[config.mk]
export PLATFORM = sky130hd
export DESIGN_NAME = glyph_banner_ctrl
export DESIGN_NICKNAME = d
export VERILOG_FILES = /design/src/rtl/glyph_banner_ctrl_pkg.sv /design/src/rtl/glyph_msg_rom.sv /design/src/rtl/glyph_banner_ctrl.sv
export SDC_FILE = /design/constraint.sdc
export NUM_CORES = 1
export LEC_CHECK = 0
export CORE_MARGIN = 2
export CORE_UTILIZATION = 25
export DETAILED_ROUTE_END_ITERATION = 6
export HOLD_SLACK_MARGIN = 0.1
export PLACE_DENSITY = 0.43
export SYNTH_ARGS = -nofsm -noshare
export SYNTH_HDL_FRONTEND = slang
export SYNTH_HIERARCHICAL = 1
export SYNTH_SLANG_ARGS = --single-unit
[constraint.sdc]
create_clock -name clk -period 5.71 [get_ports clk]
set_input_delay 0.8565 -clock clk [delete_from_list [all_inputs] [get_ports clk]]
set_output_delay 0.8565 -clock clk [all_outputs]
set_load 0.02 [all_outputs]
[src/rtl/glyph_banner_ctrl_pkg.sv]
// Shared definitions for the sliding message banner: FSM encoding,
// message identifiers, glyph character codes and screen geometry.
package glyph_banner_ctrl_pkg;

   typedef enum logic [1:0] {
      ST_IDLE  = 2'd0,
      ST_ENTER = 2'd1,
      ST_HOLD  = 2'd2,
      ST_EXIT  = 2'd3
   } state_t;

   localparam logic [1:0] MSG_PAUSE     = 2'd0;
   localparam logic [1:0] MSG_GAME_OVER = 2'd1;
   localparam logic [1:0] MSG_READY     = 2'd2;
   localparam logic [1:0] MSG_LEVEL_UP  = 2'd3;

   // Character codes: letters are their alphabet index (A=0 .. Z=25).
   localparam logic [4:0] CH_A     = 5'd0;
   localparam logic [4:0] CH_D     = 5'd3;
   localparam logic [4:0] CH_E     = 5'd4;
   localparam logic [4:0] CH_G     = 5'd6;
   localparam logic [4:0] CH_L     = 5'd11;
   localparam logic [4:0] CH_M     = 5'd12;
   localparam logic [4:0] CH_O     = 5'd14;
   localparam logic [4:0] CH_P     = 5'd15;
   localparam logic [4:0] CH_R     = 5'd17;
   localparam logic [4:0] CH_S     = 5'd18;
   localparam logic [4:0] CH_U     = 5'd20;
   localparam logic [4:0] CH_V     = 5'd21;
   localparam logic [4:0] CH_Y     = 5'd24;
   localparam logic [4:0] CH_SPACE = 5'd31;

   localparam int CELL_W   = 32;
   localparam int CELL_H   = 40;
   localparam int SCREEN_W = 640;

   // Left edge of a centred banner of len cells.
   function automatic logic [9:0] banner_left(input logic [3:0] len);
      return 10'((SCREEN_W - (int'(len) * CELL_W)) / 2);
   endfunction

endpackage

[src/rtl/glyph_msg_rom.sv]
// Message text ROM: returns the character at a slot and the message length.
// Slots past the end of a message read back as space.
module glyph_msg_rom
   import glyph_banner_ctrl_pkg::*;
(
   input  logic [1:0] msg_id,
   input  logic [2:0] slot,
   output logic [4:0] code,
   output logic [3:0] len
);

   logic [7:0][4:0] text;

   // Select the message text and length, then pick the addressed slot
   always_comb begin
      text = {8{CH_SPACE}};
      len  = 4'd5;
      case (msg_id)
         MSG_PAUSE: begin
            len = 4'd5;
            text[0] = CH_P; text[1] = CH_A; text[2] = CH_U; text[3] = CH_S;
            text[4] = CH_E;
         end
         MSG_GAME_OVER: begin
            len = 4'd8;
            text[0] = CH_G; text[1] = CH_A; text[2] = CH_M; text[3] = CH_E;
            text[4] = CH_O; text[5] = CH_V; text[6] = CH_E; text[7] = CH_R;
         end
         MSG_READY: begin
            len = 4'd5;
            text[0] = CH_R; text[1] = CH_E; text[2] = CH_A; text[3] = CH_D;
            text[4] = CH_Y;
         end
         default: begin
            len = 4'd8;
            text[0] = CH_L; text[1] = CH_E; text[2] = CH_V; text[3] = CH_E;
            text[4] = CH_L; text[5] = CH_SPACE; text[6] = CH_U; text[7] = CH_P;
         end
      endcase
      code = text[slot];
   end

endmodule

[src/rtl/glyph_banner_ctrl.sv]
// Sliding text banner controller: a message slides up from START_Y to
// TARGET_Y, rests (blinking) for HOLD_FRAMES frames, then slides back out.
// Per-pixel glyph cell lookup is combinational from x/y and registered state.
//
// Request handshake: a request is accepted on a clk edge where msg_valid and
// msg_ready are both high; msg_ready is high only while idle, and requests
// presented while busy are dropped, not queued.
module glyph_banner_ctrl
   import glyph_banner_ctrl_pkg::*;
#(
   parameter int START_Y     = 480,
   parameter int TARGET_Y    = 200,
   parameter int STEP        = 4,
   parameter int HOLD_FRAMES = 120
) (
   input  logic       clk,
   input  logic       rst,
   input  logic       frame_tick,
   input  logic       msg_valid,
   input  logic [1:0] msg_id,
   output logic       msg_ready,
   input  logic       msg_abort,
   input  logic [9:0] x,
   input  logic [9:0] y,
   output logic [9:0] cell_x0,
   output logic [9:0] cell_y0,
   output logic [4:0] glyph_code,
   output logic       glyph_en,
   output logic       busy,
   output logic [1:0] dbg_state
);

   localparam logic [9:0] START_Y_V  = 10'(START_Y);
   localparam logic [9:0] TARGET_Y_V = 10'(TARGET_Y);
   localparam logic [9:0] STEP_V     = 10'(STEP);
   localparam logic [7:0] HOLD_LAST  = 8'(HOLD_FRAMES - 1);

   state_t     state;
   logic [7:0] hold_cnt;
   logic [1:0] msg_q;

   logic [9:0] y_dn, y_up;
   logic [3:0] len;
   logic [4:0] rom_code;
   logic [2:0] slot;
   logic [9:0] banner_x0, span;
   logic       in_x, in_y, blink_off;

   // Next banner row for one slide step, clamped at the travel limits
   assign y_dn = ({1'b0, cell_y0} >= 11'(TARGET_Y + STEP)) ? cell_y0 - STEP_V : TARGET_Y_V;
   assign y_up = ({1'b0, cell_y0} + 11'(STEP) >= 11'(START_Y)) ? START_Y_V : cell_y0 + STEP_V;

   // Banner FSM: moves only on frame ticks; handshake and abort act immediately
   always_ff @(posedge clk) begin
      if (rst) begin
         state    <= ST_IDLE;
         cell_y0  <= START_Y_V;
         hold_cnt <= '0;
         msg_q    <= '0;
      end else begin
         case (state)
            ST_IDLE: begin
               if (msg_valid) begin
                  msg_q   <= msg_id;
                  cell_y0 <= START_Y_V;
                  state   <= ST_ENTER;
               end
            end
            ST_ENTER: begin
               if (msg_abort) begin
                  state <= ST_EXIT;
               end else if (frame_tick) begin
                  cell_y0 <= y_dn;
                  if (y_dn == TARGET_Y_V) begin
                     hold_cnt <= '0;
                     state    <= ST_HOLD;
                  end
               end
            end
            ST_HOLD: begin
               if (msg_abort) begin
                  state <= ST_EXIT;
               end else if (frame_tick) begin
                  hold_cnt <= hold_cnt + 8'd1;
                  if (hold_cnt == HOLD_LAST) state <= ST_EXIT;
               end
            end
            ST_EXIT: begin
               if (frame_tick) begin
                  cell_y0 <= y_up;
                  if (y_up == START_Y_V) state <= ST_IDLE;
               end
            end
            default: state <= ST_IDLE;
         endcase
      end
   end

   glyph_msg_rom u_rom (
      .msg_id (msg_q),
      .slot   (slot),
      .code   (rom_code),
      .len    (len)
   );

   assign banner_x0 = banner_left(len);
   assign span      = 10'({len, 5'd0});
   assign slot      = 3'((x - banner_x0) >> 5);
   assign in_x      = (x >= banner_x0) && (x < banner_x0 + span);
   assign in_y      = ({1'b0, y} >= {1'b0, cell_y0}) &&
                      ({1'b0, y} <  {1'b0, cell_y0} + 11'(CELL_H));
   // Blink: during the rest phase the banner is hidden on odd 8-frame groups
   assign blink_off = (state == ST_HOLD) && hold_cnt[3];

   assign cell_x0    = in_x ? banner_x0 + {2'b00, slot, 5'd0} : banner_x0;
   assign glyph_code = in_x ? rom_code : CH_SPACE;
   assign glyph_en   = busy && in_x && in_y && !blink_off && (glyph_code != CH_SPACE);

   assign busy      = (state != ST_IDLE);
   assign msg_ready = (state == ST_IDLE);
   assign dbg_state = state;

endmodule

==> flow_summary.yaml <==
outcome:
  status: "finished clean"
place:
  gp_congestion: 0.8096
  post-dp-hpwl_um: 7250
  port_buffers: 52
yosys:
  netlist_area_um2: 3207
  synth_cell_types: 69
  synth-main-ff-cell: "dfxtp_1"
  syn_avg_cell_area_um2: 7.938
  yosys_warnings: 6
  seq_area_frac_synth_pct: 13.73
  synth-seq-cells: 22
  synth_edf_count: 0
  synth_cells: 404
  synthArstFlopShare_pct: 0
power_and_ir_drop:
  irDropWorstVdd_v: 0.0002687
  powerDensity_nw_per_um2: 562.6
  finalPower_w: 0.002293
  power_leakage_nw: 1.764
cells_and_area:
  nFillCells: 1364
  area_growth_pct: 27.12
  num_antenna_cells: 0
  drive_gt1_share_pct: 6.987
  finalNetCount: 543
critical_path:
  cp-start-kind: "flip-flop"
  critical_path.max_fanout: 7
  crit_type: "reg2out"
  arrival_ps: 4340
  critical_path_required_ps: 4850
  crit_chain: "inv_1 -> ha_1 -> nor2_1 -> inv_1 -> inv_1 -> ha_1 -> xnor2_1 -> buf_4 -> inv_1 -> ha_1 -> a21o_1 -> a21oi_1 -> xor2_1 -> ha_1 -> o21ai_0 -> a21oi_1 -> nor4_1 -> xnor2_1 -> clkdlybuf4s50_1"
  cpPeakStageDelay_ps: 620
  endpoint_kind: "output pin"
  cp_slowest_cell: "clkdlybuf4s50_1"
global_routing:
  grt_pass1_vias: 3110
  grt_pass1_wl_um: 15200
  grt_usage_pct: 13.62
  grt_max_degree: 18
  antenna_found_initial: 0
  grt_overflow_total: 0
timing:
  max-slew-margin-rel_pct: 44.77
  fmax_ghz: 0.1925
  fin_crit_sh_pct: 90.96
  maxSlewViolCount: 0
  layout_min_cycle_time_ps: 5194
  worstMarginPinSlew_ps: 823.5
  tns_ps: 0
  timing.hold.ws_ps: 495.7
  hold_viol: 0
  setup_viol: 0
  fin_skew_ps: 5.431
  grt_setup_unrepaired: "false"
drt:
  vias: 3133
  wl_per_cell_um: 14.55
  drt_iter0_drc: 169
  wl_um: 9165
  drc: 0
  final_antenna_net_count: 0
  avgViaCountPerCell: 4.973
  detail_route.first_pass.iterations: 4
cts:
  clock_tree.buffer_depth: 2
  insertion_delay_ps: 260
  hold_buffers: 0
  clock_sinks: 22
  path_clk_slew_ps: 70
  cts-root-buf: "clkbuf_16"
  cts_max_level: 1
  cts_tree: "yes"
  cts_buffers: 3
floorplanning:
  dieHeight_um: 117.3
  start_util_pct: 25.52
  num_rows: 41
  num_io_pins: 57
  die_w_um: 117.3
  core_um2: 12570
  design.die.area_um2: 13750
job:
  maxCapViolations: 0
hold_path:
  min_path_type: "reg2reg"
## critical path: cells and delay by family, from the launching register on
kind / cells / cell delay (ps)
fa+ha+maj: 4 / 920
xor+xnor: 3 / 490
flops: 1 / 320
buf+inv: 6 / 1160
compound gates: 4 / 580
simple gates: 2 / 570
## per-layer routing
metal / GRT usage (%) / share of wire, % / up-vias
met1: 18.28 / 49 / 1446
met3: 1.081 / 3.8 / 11
met2: 23.33 / 46 / 82
met4: 4.000 / 1.5 / 0
li1: - / - / 1594
met5: 0 / 0 / -
## per-stage QoR
step	cells	setup slack, ps	utilization (%)	area, um^2
after floorplan	407	468.7	-	3218
after global placement	625	130.6	31.40	3946
after detailed placement	625	62.81	31.40	3946
after CTS	629	96.16	32.27	4056
after global routing	630	71.11	32.43	4076
final	630	516.1	32.43	4076
## final timing paths
check                                   to                     from  slack [ps]  cells past startpoint
hold / removal     cell_y0[1]$_SDFFE_PP0P_  cell_y0[1]$_SDFFE_PP0P_         500                      2
setup reg to reg  hold_cnt[3]$_SDFFE_PP0P_  cell_y0[8]$_SDFFE_PP1P_        3180                      6
setup / recovery                cell_x0[8]    msg_q[0]$_SDFFE_PP0P_         520                     19
hold reg to reg    cell_y0[1]$_SDFFE_PP0P_  cell_y0[1]$_SDFFE_PP0P_         500                      2
## flip-flops by register name, summed over array words and instances (netlist names)
| register | count |
|---|---|
| cell_y0 | 10 |
| dbg_state | 2 |
| hold_cnt | 8 |
| msg_q | 2 |
## area by class of cell
cell class	instances	area (um^2)	area share, %
tap	172	215.2	5.279
inverter	44	165.2	4.052
clock buffer	4	88.84	2.179
sequential	22	440.4	10.80
multi-input combinational	320	2514	61.66
timing repair buffer	68	653.1	16.02
## cells in the final DEF, fill, tap and decap left out, types with 9 or more instances in the layout
master            n
a31oi_1          10
nand2b_1         13
o21ai_0          14
xnor2_1          10
a21oi_1          25
nor2b_1          11
nand3_1          12
nor2_1           16
buf_4            16
a211oi_1          9
nand2_1          15
ha_1             54
clkdlybuf4s50_1  47
inv_1            42
dfxtp_1          22
## cell usage after synthesis, drive strengths merged, types with 6 or more instances
library cell / count / area, um^2
nor3: 9 / 50.05
xor2: 6 / 52.55
nand2b: 13 / 81.33
nand3: 12 / 60.06
dfxtp: 22 / 440.4
mux2i: 6 / 60.06
a211oi: 9 / 67.56
inv: 44 / 165.2
nand2: 15 / 56.30
xnor2: 13 / 121.4
buf: 11 / 81.33
ha: 54 / 675.7
a31oi: 10 / 62.56
clkbuf: 10 / 38.78
a21oi: 25 / 125.1
nor2b: 11 / 68.82
o31ai: 8 / 60.06
a21o: 6 / 45.04
nor2: 16 / 60.06
o21ai: 16 / 80.08
## repair_timing
action | 4_1_cts | 5_1_grt
resized for setup | 3 | 5
setup buffers | 0 | 1
setup endpoints to repair | 1 | 5
pin swaps | 0 | 1
## cell families after synthesis
group | share of synthesized area, %
AO/OA/AOI/OAI | 25.67
AND/OR/NAND/NOR | 20.87
buffers and inverters | 8.896
adder cells (fa/ha/maj) | 22.94
flip-flops | 13.73
XOR/XNOR | 5.423
multiplexers | 2.224
other | 0.2342
## power breakdown
group / switching, W / internal [W]
clock: 0.0000634 / 0.000107
sequential: 0.0000572 / 0.000177
combinational: 0.00102 / 0.000864
Power figures use the tool's default switching activity.
